[src/rtl/conv1d_relu_stream_if.sv]
// Valid/ready stream bundle carrying one data word plus an end-of-frame marker.
interface conv1d_relu_stream_if #(
  parameter int unsigned DATA_W = 16
);
  logic              valid;
  logic              ready;
  logic [DATA_W-1:0] data;
  logic              last;

  modport master (output valid, output data, output last, input ready);
  modport slave  (input valid, input data, input last, output ready);
endinterface

[src/rtl/conv1d_relu_stream.sv]
// Streamed valid 1-D convolution with fused bias and ReLU; one time-shared
// multiplier performs one MAC per cycle under a four-state sequencer.
module conv1d_relu_stream #(
  parameter  int unsigned KERNEL = 3,
  parameter  int unsigned DATA_W = 16,
  parameter  int unsigned FRAC   = 8,
  localparam int unsigned AW     = $clog2(KERNEL)
) (
  input  logic                  clk_i,
  input  logic                  rst_i,
  conv1d_relu_stream_if.slave   in_if,
  conv1d_relu_stream_if.master  out_if,
  input  logic                  coef_we_i,
  input  logic [AW-1:0]         coef_addr_i,
  input  logic [DATA_W-1:0]     coef_wdata_i,
  input  logic                  bias_we_i,
  input  logic [DATA_W-1:0]     bias_wdata_i,
  output logic                  busy_o,
  output logic                  err_short_o
);

  localparam int unsigned FW    = $clog2(KERNEL + 1);
  localparam int unsigned PW    = 2 * DATA_W;
  localparam int unsigned ACC_W = 2 * DATA_W + AW + 1;

  localparam logic [1:0] S_ACCEPT = 2'd0;
  localparam logic [1:0] S_MAC    = 2'd1;
  localparam logic [1:0] S_ROUND  = 2'd2;
  localparam logic [1:0] S_EMIT   = 2'd3;

  localparam logic signed [ACC_W-1:0] MAX_POS = ACC_W'(2 ** (DATA_W - 1) - 1);

  logic [1:0]               state_q, state_d;
  logic [FW-1:0]            fill_q, fill_d;
  logic [AW-1:0]            tap_q, tap_d;
  logic signed [DATA_W-1:0] win_q  [KERNEL];
  logic signed [DATA_W-1:0] win_d  [KERNEL];
  logic signed [DATA_W-1:0] coef_q [KERNEL];
  logic signed [DATA_W-1:0] coef_d [KERNEL];
  logic signed [DATA_W-1:0] bias_q, bias_d;
  logic signed [ACC_W-1:0]  acc_q, acc_d;
  logic                     pend_last_q, pend_last_d;
  logic                     in_ready_q, in_ready_d;
  logic                     busy_q, busy_d;
  logic                     out_valid_q, out_valid_d;
  logic [DATA_W-1:0]        out_data_q, out_data_d;
  logic                     out_last_q, out_last_d;
  logic                     err_short_q, err_short_d;

  logic                     in_hs_c;
  logic [FW-1:0]            fill_inc_c;
  logic signed [PW-1:0]     prod_c;
  logic signed [ACC_W-1:0]  bias_sh_c;
  logic signed [ACC_W-1:0]  sum_c;
  logic signed [ACC_W-1:0]  res_c;
  logic [DATA_W-1:0]        sat_c;

  assign in_hs_c    = in_if.valid & in_ready_q;
  assign fill_inc_c = (fill_q == FW'(KERNEL)) ? fill_q : fill_q + FW'(1);
  assign prod_c     = PW'(win_q[tap_q]) * PW'(coef_q[tap_q]);
  assign bias_sh_c  = ACC_W'(bias_q) <<< FRAC;
  assign sum_c      = acc_q + bias_sh_c;
  assign res_c      = sum_c >>> FRAC;

  // ReLU below zero, saturate above the largest positive output word.
  always_comb begin
    sat_c = res_c[DATA_W-1:0];
    if (res_c[ACC_W-1]) begin
      sat_c = '0;
    end else if (res_c > MAX_POS) begin
      sat_c = MAX_POS[DATA_W-1:0];
    end
  end

  always_comb begin
    state_d     = state_q;
    fill_d      = fill_q;
    tap_d       = tap_q;
    win_d       = win_q;
    coef_d      = coef_q;
    bias_d      = bias_q;
    acc_d       = acc_q;
    pend_last_d = pend_last_q;
    out_valid_d = out_valid_q;
    out_data_d  = out_data_q;
    out_last_d  = out_last_q;
    err_short_d = 1'b0;

    // Configuration is only writable while idle so a running MAC sees stable taps.
    if (!busy_q) begin
      if (coef_we_i && (32'(coef_addr_i) < KERNEL)) begin
        coef_d[coef_addr_i] = $signed(coef_wdata_i);
      end
      if (bias_we_i) begin
        bias_d = $signed(bias_wdata_i);
      end
    end

    case (state_q)
      S_ACCEPT: begin
        if (in_hs_c) begin
          for (int i = 0; i < int'(KERNEL) - 1; i++) begin
            win_d[AW'(i)] = win_q[AW'(i + 1)];
          end
          win_d[AW'(KERNEL - 1)] = $signed(in_if.data);
          if (fill_inc_c == FW'(KERNEL)) begin
            fill_d      = fill_inc_c;
            pend_last_d = in_if.last;
            acc_d       = '0;
            tap_d       = '0;
            state_d     = S_MAC;
          end else if (in_if.last) begin
            fill_d      = '0;
            err_short_d = 1'b1;
          end else begin
            fill_d      = fill_inc_c;
          end
        end
      end
      S_MAC: begin
        acc_d = acc_q + ACC_W'(prod_c);
        tap_d = tap_q + AW'(1);
        if (tap_q == AW'(KERNEL - 1)) begin
          state_d = S_ROUND;
        end
      end
      S_ROUND: begin
        out_data_d  = sat_c;
        out_last_d  = pend_last_q;
        out_valid_d = 1'b1;
        state_d     = S_EMIT;
      end
      S_EMIT: begin
        if (out_if.ready) begin
          out_valid_d = 1'b0;
          if (out_last_q) begin
            fill_d = '0;
            win_d  = '{default: '0};
          end
          state_d = S_ACCEPT;
        end
      end
      default: state_d = S_ACCEPT;
    endcase

    in_ready_d = (state_d == S_ACCEPT);
    busy_d     = (state_d != S_ACCEPT);
  end

  always_ff @(posedge clk_i or posedge rst_i) begin
    if (rst_i) begin
      state_q     <= S_ACCEPT;
      fill_q      <= '0;
      tap_q       <= '0;
      win_q       <= '{default: '0};
      coef_q      <= '{default: '0};
      bias_q      <= '0;
      acc_q       <= '0;
      pend_last_q <= 1'b0;
      in_ready_q  <= 1'b1;
      busy_q      <= 1'b0;
      out_valid_q <= 1'b0;
      out_data_q  <= '0;
      out_last_q  <= 1'b0;
      err_short_q <= 1'b0;
    end else begin
      state_q     <= state_d;
      fill_q      <= fill_d;
      tap_q       <= tap_d;
      win_q       <= win_d;
      coef_q      <= coef_d;
      bias_q      <= bias_d;
      acc_q       <= acc_d;
      pend_last_q <= pend_last_d;
      in_ready_q  <= in_ready_d;
      busy_q      <= busy_d;
      out_valid_q <= out_valid_d;
      out_data_q  <= out_data_d;
      out_last_q  <= out_last_d;
      err_short_q <= err_short_d;
    end
  end

  assign in_if.ready  = in_ready_q;
  assign out_if.valid = out_valid_q;
  assign out_if.data  = out_data_q;
  assign out_if.last  = out_last_q;
  assign busy_o       = busy_q;
  assign err_short_o  = err_short_q;

endmodule

[src/flat_wrapper.sv]
// flat-port wrapper written by rule: the top's interface ports become plain ports
module conv1d_relu_stream_flat 
#(
  parameter  int unsigned KERNEL = 3,
  parameter  int unsigned DATA_W = 16,
  parameter  int unsigned FRAC   = 8,
  localparam int unsigned AW     = $clog2(KERNEL)
)
  (clk_i, rst_i, coef_we_i, coef_addr_i, coef_wdata_i, bias_we_i, bias_wdata_i, busy_o, err_short_o, in_if_valid, in_if_data, in_if_last, in_if_ready, out_if_valid, out_if_data, out_if_last, out_if_ready);
  conv1d_relu_stream_if #(.DATA_W(DATA_W)) in_if_i ();
  conv1d_relu_stream_if #(.DATA_W(DATA_W)) out_if_i ();
  input  logic clk_i;
  input  logic rst_i;
  input  logic coef_we_i;
  input  logic [AW-1:0] coef_addr_i;
  input  logic [DATA_W-1:0] coef_wdata_i;
  input  logic bias_we_i;
  input  logic [DATA_W-1:0] bias_wdata_i;
  output logic busy_o;
  output logic err_short_o;
  input wire logic [$bits(in_if_i.valid)-1:0] in_if_valid;
  input wire logic [$bits(in_if_i.data)-1:0] in_if_data;
  input wire logic [$bits(in_if_i.last)-1:0] in_if_last;
  output wire logic [$bits(in_if_i.ready)-1:0] in_if_ready;
  output wire logic [$bits(out_if_i.valid)-1:0] out_if_valid;
  output wire logic [$bits(out_if_i.data)-1:0] out_if_data;
  output wire logic [$bits(out_if_i.last)-1:0] out_if_last;
  input wire logic [$bits(out_if_i.ready)-1:0] out_if_ready;
  assign in_if_i.valid = in_if_valid;
  assign in_if_i.data = in_if_data;
  assign in_if_i.last = in_if_last;
  assign in_if_ready = in_if_i.ready;
  assign out_if_valid = out_if_i.valid;
  assign out_if_data = out_if_i.data;
  assign out_if_last = out_if_i.last;
  assign out_if_i.ready = out_if_ready;
  conv1d_relu_stream #(.KERNEL(KERNEL), .DATA_W(DATA_W), .FRAC(FRAC)) u_core (.clk_i(clk_i), .rst_i(rst_i), .in_if(in_if_i), .out_if(out_if_i), .coef_we_i(coef_we_i), .coef_addr_i(coef_addr_i), .coef_wdata_i(coef_wdata_i), .bias_we_i(bias_we_i), .bias_wdata_i(bias_wdata_i), .busy_o(busy_o), .err_short_o(err_short_o));
endmodule
[config.mk]
export PLATFORM = sky130hd
export DESIGN_NAME = conv1d_relu_stream_flat
export DESIGN_NICKNAME = d
export VERILOG_FILES = /design/src/rtl/conv1d_relu_stream_if.sv /design/src/rtl/conv1d_relu_stream.sv /design/src/flat_wrapper.sv
export SDC_FILE = /design/constraint.sdc
export NUM_CORES = 1
export LEC_CHECK = 0
export ABC_AREA = 1
export CORE_ASPECT_RATIO = 1.75
export CORE_MARGIN = 2
export CORE_UTILIZATION = 60
export DETAILED_ROUTE_END_ITERATION = 7
export PLACE_DENSITY_LB_ADDON = 0.25
export SYNTH_ARGS = -nofsm -noshare
export SYNTH_HDL_FRONTEND = slang
export SYNTH_SLANG_ARGS = --single-unit
[constraint.sdc]
create_clock -name clk_i -period 15.3 [get_ports clk_i]
set_input_delay 3.06 -clock clk_i [delete_from_list [all_inputs] [get_ports clk_i]]
set_output_delay 3.06 -clock clk_i [all_outputs]
set_load 0.01 [all_outputs]
Word level (Yosys, flattened, before mapping)

Cells that the tools add are included.

Bits in registers: 175
Bits in latches: 0
RAM bits: 0
Bits in read-only memories: 0
Bits of input ports: 57
Logic and storage cells: 95
Memories kept: 0

Add/subtract/negate cells: 4
Multiply operators: 1
Div/mod/pow operators: 0
Magnitude comparators: 5
Eq/ne operators: 10
Shift operators: 0
Muxes and demuxes: 39
Bitwise operators: 4
Reduce and logical (&&, ||, !) cells: 14

Operator list:

| operator             | count |
|---|---|
| $mux 48              | 3 |
| $mux 16              | 7 |
| $pmux 48 s2          | 1 |
| $mux 35              | 2 |
| $pmux 35 s2          | 1 |
| $bmux 16 s2          | 2 |
| $bwmux 48            | 1 |
| $add 35x24->35       | 1 |
| $add 35x32->35       | 1 |
| $demux 16 s2         | 1 |
| $mul 16x16->32       | 1 |
| $gt 27x16->1 const B | 1 |
| $mux 2               | 12 |
| $eq 2x2->1 const B   | 5 |
| $pmux 2 s2           | 2 |
| $pmux 2 s4           | 1 |
| $reduce_bool 2->1    | 4 |
| $ge 3x3->1 const B   | 2 |
| $ne 2x1->1 const B   | 3 |
| $not 2->3            | 2 |
| $reduce_and 2->1     | 3 |
| $reduce_and 3->1     | 2 |
| $mux 1               | 5 |
| $add 2x1->2 const B  | 2 |
| 10 further kinds     | 12 |

Longest topological paths before layout

Gate-level depths: netlist of run 1.

Depth in word-level cells: 7
Gate-level depth with buffers: 35

Least setup slack after synthesis of run 1

No wires, ideal clock.

Path kind: register -> register
Start: reg u_core.tap_q[0]
End: reg u_core.acc_q[27]
Setup time: 0.123 ns
Arrival: 6.091 ns
Required time: 15.177 ns
Setup slack: 9.086 ns
Cell stages (with the launch flop): 31
Cells stage by stage: dfrtp_1 > inv_2 > buf_4 > buf_2 > nor2_1 > o21ai_1 > clkbuf_1 > nand2_1 > fa_1 > inv_1 > fa_1 > fa_1 > fa_1 > fa_1 > inv_1 > fa_1 > inv_1 > ha_1 > nand2_1 > nor2_1 > inv_1 > nor3_1 > nand4_1 > nand2_1 > nand2_1 > nand2_1 > nand2_1 > nand2_1 > a21oi_1 > o21ai_0 > nand2_1

Cells in the longest elaborated chain, start to end: 7
Elaborated cells between the ends (all ways): 10

Ends and longest elaborated chain:

| element                                    | RTL line                  | source |
|---|---|---|
| start, declared                            | conv1d_relu_stream.sv:35  | `logic [AW-1:0] tap_q, tap_d;` |
| start signal, assigned                     | conv1d_relu_stream.sv:169 | `tap_q <= tap_d;` |
| $not 2->3 (implied by the code) *          | conv1d_relu_stream.sv:60  | `assign prod_c = PW'(win_q[tap_q]) * PW'(coef_q[tap_q]);` |
| $bmux 16 s2                                | conv1d_relu_stream.sv:60  |  |
| $mux 16 (implied by the code) (2 in a row) | conv1d_relu_stream.sv:60  |  |
| $mul 16x16->32 *                           | conv1d_relu_stream.sv:60  |  |
| $add 35x32->35 *                           | conv1d_relu_stream.sv:121 | `acc_d = acc_q + ACC_W'(prod_c);` |
| $pmux 35 s2 *                              | conv1d_relu_stream.sv:99  | `case (state_q)` |
| end signal, assigned                       | conv1d_relu_stream.sv:158 | `acc_q <= '0;` |
| end signal, assigned                       | conv1d_relu_stream.sv:173 | `acc_q <= acc_d;` |
| end, declared                              | conv1d_relu_stream.sv:41  | `logic signed [ACC_W-1:0] acc_q, acc_d;` |

Every way passes the cells marked *; elsewhere a longest branch is shown, timed or not. The select of a mux whose other input is x is not followed.
A chain may end at the register's enable or synchronous reset.

Worst setup path in the final report of run 1

Start: reg u_core.tap_q[0]
End: reg u_core.acc_q[25]

The elaborated chain is that of the path after synthesis.

==> flow_summary.yaml, run 1 <==
timing:
  finalSetupViolCount: 0
  tightest_slew_ns: 1.220
  fin_setup_tns_ns: 0
  skew_ns: 0.01452
  fin_crit_sh_pct: 52.43
  whs_ns: 0.4845
  max_freq_mhz: 124.7
  fin_crit_ns: 8.022
  max_slew_margin_pct: 18.60
  rsz0062_at_grt: "no"
  hold_viol_final: 0
  drv_slew: 0
clock_tree:
  clockBufferDepth: 2
  cts_resized: 0
  cts_setup_buffers: 0
  path_clk_slew_ns: 0.08
  htree_levels: 4
  cts_hold_buf: 0
  insertion_delay_ns: 0.45
  cts_made_buffers: 17
  clock_sinks: 144
  cts_root_buffer: "clkbuf_16"
  cts_tree: "done"
finish:
  final_nets: 3018
  n_fill_cell: 2739
  antenna-diode-count: 0
  area_delta_synth_final_pct: 9.566
  final_common_cell: "nand2_1"
  final_cell_mix: "nand2_1, inv_1, fa_1"
  drive_above_1_share_pct: 4.621
yosys:
  synth_fa_ha_area_share_pct: 40.49
  synth_ff_type: "dfrtp_1"
  synth.largest_area_cell: "fa_1"
  synthMuxAreaShare_pct: 0.8696
  syn_area_um2: 19420
  syn-instance-count: 2452
  yosys.area_share.simple_pct: 17.43
  synth_edf_count: 0
  yosysWarnings: 0
  ys_ff_latch: 144
  synth_cell_types: 45
  ys_async_sr_fraction_pct: 100.0
  synthXorXnorAreaFrac_pct: 1.443
  synth_compound_area_share_pct: 7.543
  synth.top_cell.area_share_pct: 32.05
  syn-num-nets: 2951
  seq_area_frac_synth_pct: 18.56
  synth_top_family_by_area: "adder cells"
  avgSynthCellArea_um2: 7.922
  yosys-top-cells-area: "fa_1, dfrtp_1, nand2_1, inv_1, ha_1"
floorplanning:
  die_h_um: 242.0
  dieArea_um2: 33880
  rows: 87
  initial_core_util_pct: 60.49
  die_w_um: 140.0
  core_area_um2: 32110
  ioPinCount: 78
worst_hold_path:
  hold_path_class: "flip-flop to flip-flop"
  holdPathEnd: "u_core.out_if.data[12]$_DFFE_PP0P_"
  whs_path_depth: 2
  worstHoldStart: "u_core.out_if.data[12]$_DFFE_PP0P_"
grt:
  grt_max_degree: 75
  grt_pass1_vias: 17382
  grt_overflow: 0
  track_usage_pct: 30.70
  grt_pass1_wl_um: 82540
  antenna_found_initial: 0
setup_path:
  rr_startpoint: "u_core.tap_q[0]$_DFFE_PP0P_"
  r2r.worst_path.cells: 32
  worst_setup_path_end_kind: "flip-flop"
  crit_arrival_ns: 8.35
  critPathSlowestCell: "dfrtp_1"
  cp_slowest_stage_delay_ns: 0.57
  crit_top_cell: "nand2_1"
  crit_fanout: 21
  worstSetupStartpointType: "flip-flop"
  regToRegSetupSlack_ns: 7.28
  worstSetupPathType: "flip-flop to flip-flop"
  cp.required_ns: 15.62
  critical-path-top-delay-family: "adder cells"
  path_buf_inv: 9
  r2r-end: "u_core.acc_q[25]$_DFFE_PP0P_"
route:
  routed_wirelength_um: 49180
  drtIter0Drc: 967
  wl_per_cell_um: 16.77
  vias: 15853
  dr.pass1.iters: 8
  drc: 5
  postRouteAntennaNets: 0
  via_per_inst: 5.407
run_status:
  violations: "design-rule violations"
  run_status: "finished with violations"
placed_design:
  dp_hpwl_um: 41200
  io_buffers: 77
  gp_congestion: 0.9725
run:
  maxCapViolCount: 0
-- sequential cells by signal, summed over array words and instances, names as in the netlist --
register / cells
u_core.err_short_o: 1
u_core.pend_last_q: 1
u_core.acc_q: 35
u_core.bias_q: 16
u_core.state_q: 2
u_core.coef_q: 48
u_core.fill_q: 2
u_core.out_if.data: 16
u_core.win_q: 17
u_core.out_if.valid: 1
u_core.busy_o: 1
u_core.in_if.ready: 1
u_core.tap_q: 2
u_core.out_if.last: 1
-- kinds of logic after synthesis --
logic type               Yosys count
AND/OR/NAND/NOR                  840
buffers and inverters            701
adder cells (fa/ha/maj)          442
AO/OA/AOI/OAI                    278
flip-flops                       144
XOR/XNOR                          32
multiplexers                      15
-- worst min-delay path, cell delays in order, from the launching register on --
cell and delay, ns:
dfrtp_1 0.34, nand2_1 0.06, nand2_1 0.06
-- final cells by class --
cell class	instances	area, µm²	area share [%]
clock buffers	18	439.2	2.064
clock inverters	14	137.6	0.6467
inverters	638	2405	11.30
multi-input cells	1607	13170	61.88
flip-flops and latches	144	3605	16.94
well taps	400	500.5	2.352
repair buffers	111	1026	4.821
-- cells in the mapped netlist, types with 19 or more instances --
master    count
nand3_1      56
dfrtp_1     143
ha_1        131
o21ai_1      39
nand2_1     641
o21ai_0     134
inv_1       628
nor2_1       90
a21oi_1      76
fa_1        311
clkbuf_1     58
xnor2_1      19
-- routing by layer --
layer / vias up / routed length (µm) / global-route usage [%]
met5: - / 0 / 0
met4: 0 / 2836 / 16.16
met3: 184 / 1644 / 3.380
met2: 477 / 27160 / 58.27
met1: 7795 / 17530 / 33.08
li1: 7397 / - / -
-- worst max path at each step --
stage / startpoint / endpoint / slack [ns] / depth (start not counted)
3_5_place_dp: u_core.tap_q[0]$_DFFE_PP0P_ / u_core.acc_q[25]$_DFFE_PP0P_ / 7.48 / 32
3_3_place_gp: u_core.tap_q[0]$_DFFE_PP0P_ / u_core.acc_q[25]$_DFFE_PP0P_ / 7.55 / 32
4_1_cts: u_core.tap_q[0]$_DFFE_PP0P_ / u_core.acc_q[25]$_DFFE_PP0P_ / 7.42 / 32
6_report: u_core.tap_q[0]$_DFFE_PP0P_ / u_core.acc_q[25]$_DFFE_PP0P_ / 7.28 / 32
2_1_floorplan: rst_i / u_core.acc_q[0]$_DFFE_PP0P_ / 8.38 / 1
5_1_grt: u_core.tap_q[0]$_DFFE_PP0P_ / u_core.acc_q[25]$_DFFE_PP0P_ / 6.77 / 32
-- metrics by stage --
stage | instance area (µm²) | utilization [%] | worst slack (ns) | std cells
4_1_cts | 21280 | 66.27 | 7.425 | 2932
5_1_grt | 21280 | 66.27 | 6.769 | 2932
3_3_place_gp | 20700 | 64.48 | 7.551 | 2900
6_report | 21280 | 66.27 | 7.278 | 2932
2_1_floorplan | 19420 | - | 8.375 | 2452
3_5_place_dp | 20700 | 64.48 | 7.478 | 2900
Power of run 1 is left out: the tool's default activity adds up to more than one toggle a clock period on the data nets, which glitch-free logic cannot reach.
==> run 2: changes to the inputs <==
- CORE_UTILIZATION: 60 -> 58
- clock period: 15.3 -> 6.94 ns (I/O delays scaled with it)
==> flow_summary.yaml, run 2 (same netlist as run 1, synthesis figures left out) <==
route:
  top_layer: "met4"
  drc: 0
  dr.pass1.iters: 5
  drtIter0Drc: 1081
  routed_wirelength_um: 50080
  wl_met3_um: 1766
  postRouteAntennaNets: 0
  via_per_inst: 5.360
  wl_met1_um: 16910
  dr_wl_met2_um: 28070
  vias: 15860
  wl_per_cell_um: 16.93
setup_path:
  worstSetupEndpoint: "u_core.acc_q[26]$_DFFE_PP0P_"
  r2r.worst_path.cells: 27
  crit_fanout: 16
  r2r-end: "u_core.acc_q[26]$_DFFE_PP0P_"
  crit_arrival_ns: 6.92
  rr_startpoint: "u_core.tap_q[0]$_DFFE_PP0P_"
  worstSetupStartpointType: "flip-flop"
  regToRegSetupSlack_ns: 0.35
  worst_setup_path_end_kind: "flip-flop"
  cp.required_ns: 7.27
  worstSetupPathType: "flip-flop to flip-flop"
  critPathLaunch: "u_core.tap_q[0]$_DFFE_PP0P_"
timing:
  finalSetupViolCount: 0
  whs_ns: 0.4847
  fin_crit_sh_pct: 95.02
  hold_viol_final: 0
  fin_crit_ns: 6.594
  fin_setup_tns_ns: 0
  max_slew_margin_pct: 19.66
  drv_slew: 0
  skew_ns: 0.01121
  tightest_slew_ns: 1.205
  rsz0062_at_grt: "no"
  max_freq_mhz: 151.7
grt:
  grt_overflow: 0
  grt_pass1_wl_um: 84190
  track_usage_pct: 30.90
  grt_max_degree: 85
  antenna_found_initial: 0
  grt_pass1_vias: 17715
finish:
  largest_register_ff_count: 48
  fin_util_pct: 65.27
  final_nets: 3040
  post-route-cell-area_um2: 21560
  top_register: "u_core.coef_q"
  area_delta_synth_final_pct: 11.00
  final_common_cell: "nand2_1"
  antenna-diode-count: 0
  drive_above_1_share_pct: 5.873
  reg_top3: "u_core.coef_q x48, u_core.acc_q x35, u_core.win_q x17"
  final_cell_mix: "nand2_1, inv_1, fa_1"
floorplanning:
  ioPinCount: 78
  core_area_um2: 33030
  initial_core_util_pct: 58.80
  rows: 88
  die_h_um: 246.1
  dieArea_um2: 35030
  die_w_um: 142.3
placed_design:
  gp_congestion: 0.9822
  place_area_um2: 20920
  dp_hpwl_um: 42760
  io_buffers: 77
clock_tree:
  cts_tree: "done"
  path_clk_slew_ns: 0.07
  cts_made_buffers: 17
  cts_root_buffer: "clkbuf_16"
  htree_levels: 4
  clock_sinks: 144
  insertion_delay_ns: 0.45
  clockBufferDepth: 2
worst_hold_path:
  hold_path_class: "flip-flop to flip-flop"
run:
  maxCapViolCount: 0
run_status:
  run_status: "complete, no violations"
run 2: final cells by class:
cell class	instances	area (µm²)
clock buffer	17	425.4
clock inverter	15	160.2
fill	2826	11470
inverter	638	2410
multi-input combinational	1607	13210
sequential	144	3605
tap	405	506.7
timing repair buffer	133	1245
run 2: how the worst min path moves through the flow:
stage                                              endpoint                              start  cells past startpoint
final                     u_core.out_if.data[3]$_DFFE_PP0P_  u_core.out_if.data[3]$_DFFE_PP0P_                      2
after global routing          u_core.coef_q[38]$_DFFE_PP0P_      u_core.coef_q[38]$_DFFE_PP0P_                      2
after CTS                 u_core.out_if.data[3]$_DFFE_PP0P_  u_core.out_if.data[3]$_DFFE_PP0P_                      2
after detailed placement  u_core.out_if.data[3]$_DFFE_PP0P_  u_core.out_if.data[3]$_DFFE_PP0P_                      2
after global placement        u_core.coef_q[40]$_DFFE_PP0P_      u_core.coef_q[40]$_DFFE_PP0P_                      2
after floorplan               u_core.coef_q[32]$_DFFE_PP0P_      u_core.coef_q[32]$_DFFE_PP0P_                      2
run 2: worst max-delay path: stages (launching register included):
cell,delay [ns]
dfrtp_1,0.39
inv_2,0.15
nand2_2,0.10
buf_4,0.21
o21ai_1,0.60
buf_4,0.33
nand2_1,0.07
inv_1,0.06
fa_1,0.43
ha_1,0.20
inv_1,0.07
fa_1,0.46
fa_1,0.56
inv_1,0.06
fa_1,0.50
inv_1,0.06
fa_1,0.48
inv_1,0.04
ha_1,0.32
a21o_1,0.21
a21oi_1,0.17
nand2_1,0.11
nand2_1,0.07
nand3_1,0.15
a21o_1,0.26
buf_4,0.15
o21ai_0,0.20
nand2_1,0.07
run 2: through the flow:
stage	instances	worst slack, ns
global route	2959	0.01600
floorplan	2452	0.7258
CTS	2958	0.1594
detailed placement	2926	0.1941
finish	2959	0.3459
global placement	2926	0.2880
run 2: per-layer routing:
| layer | GRT usage (%) | vias to the layer above |
|---|---|---|
| li1 | - | 7435 |
| met1 | 30.77 | 7731 |
| met2 | 60.09 | 477 |
| met3 | 3.557 | 217 |
| met4 | 18.46 | 0 |
| met5 | 0 | - |
run 2: timing repair:
item,4_1_cts,5_1_grt
setup endpoints to repair,0,14
hold buffers,0,0
resized for setup,0,14
buffers inserted,0,1
Power of run 2 is left out for the same reason.
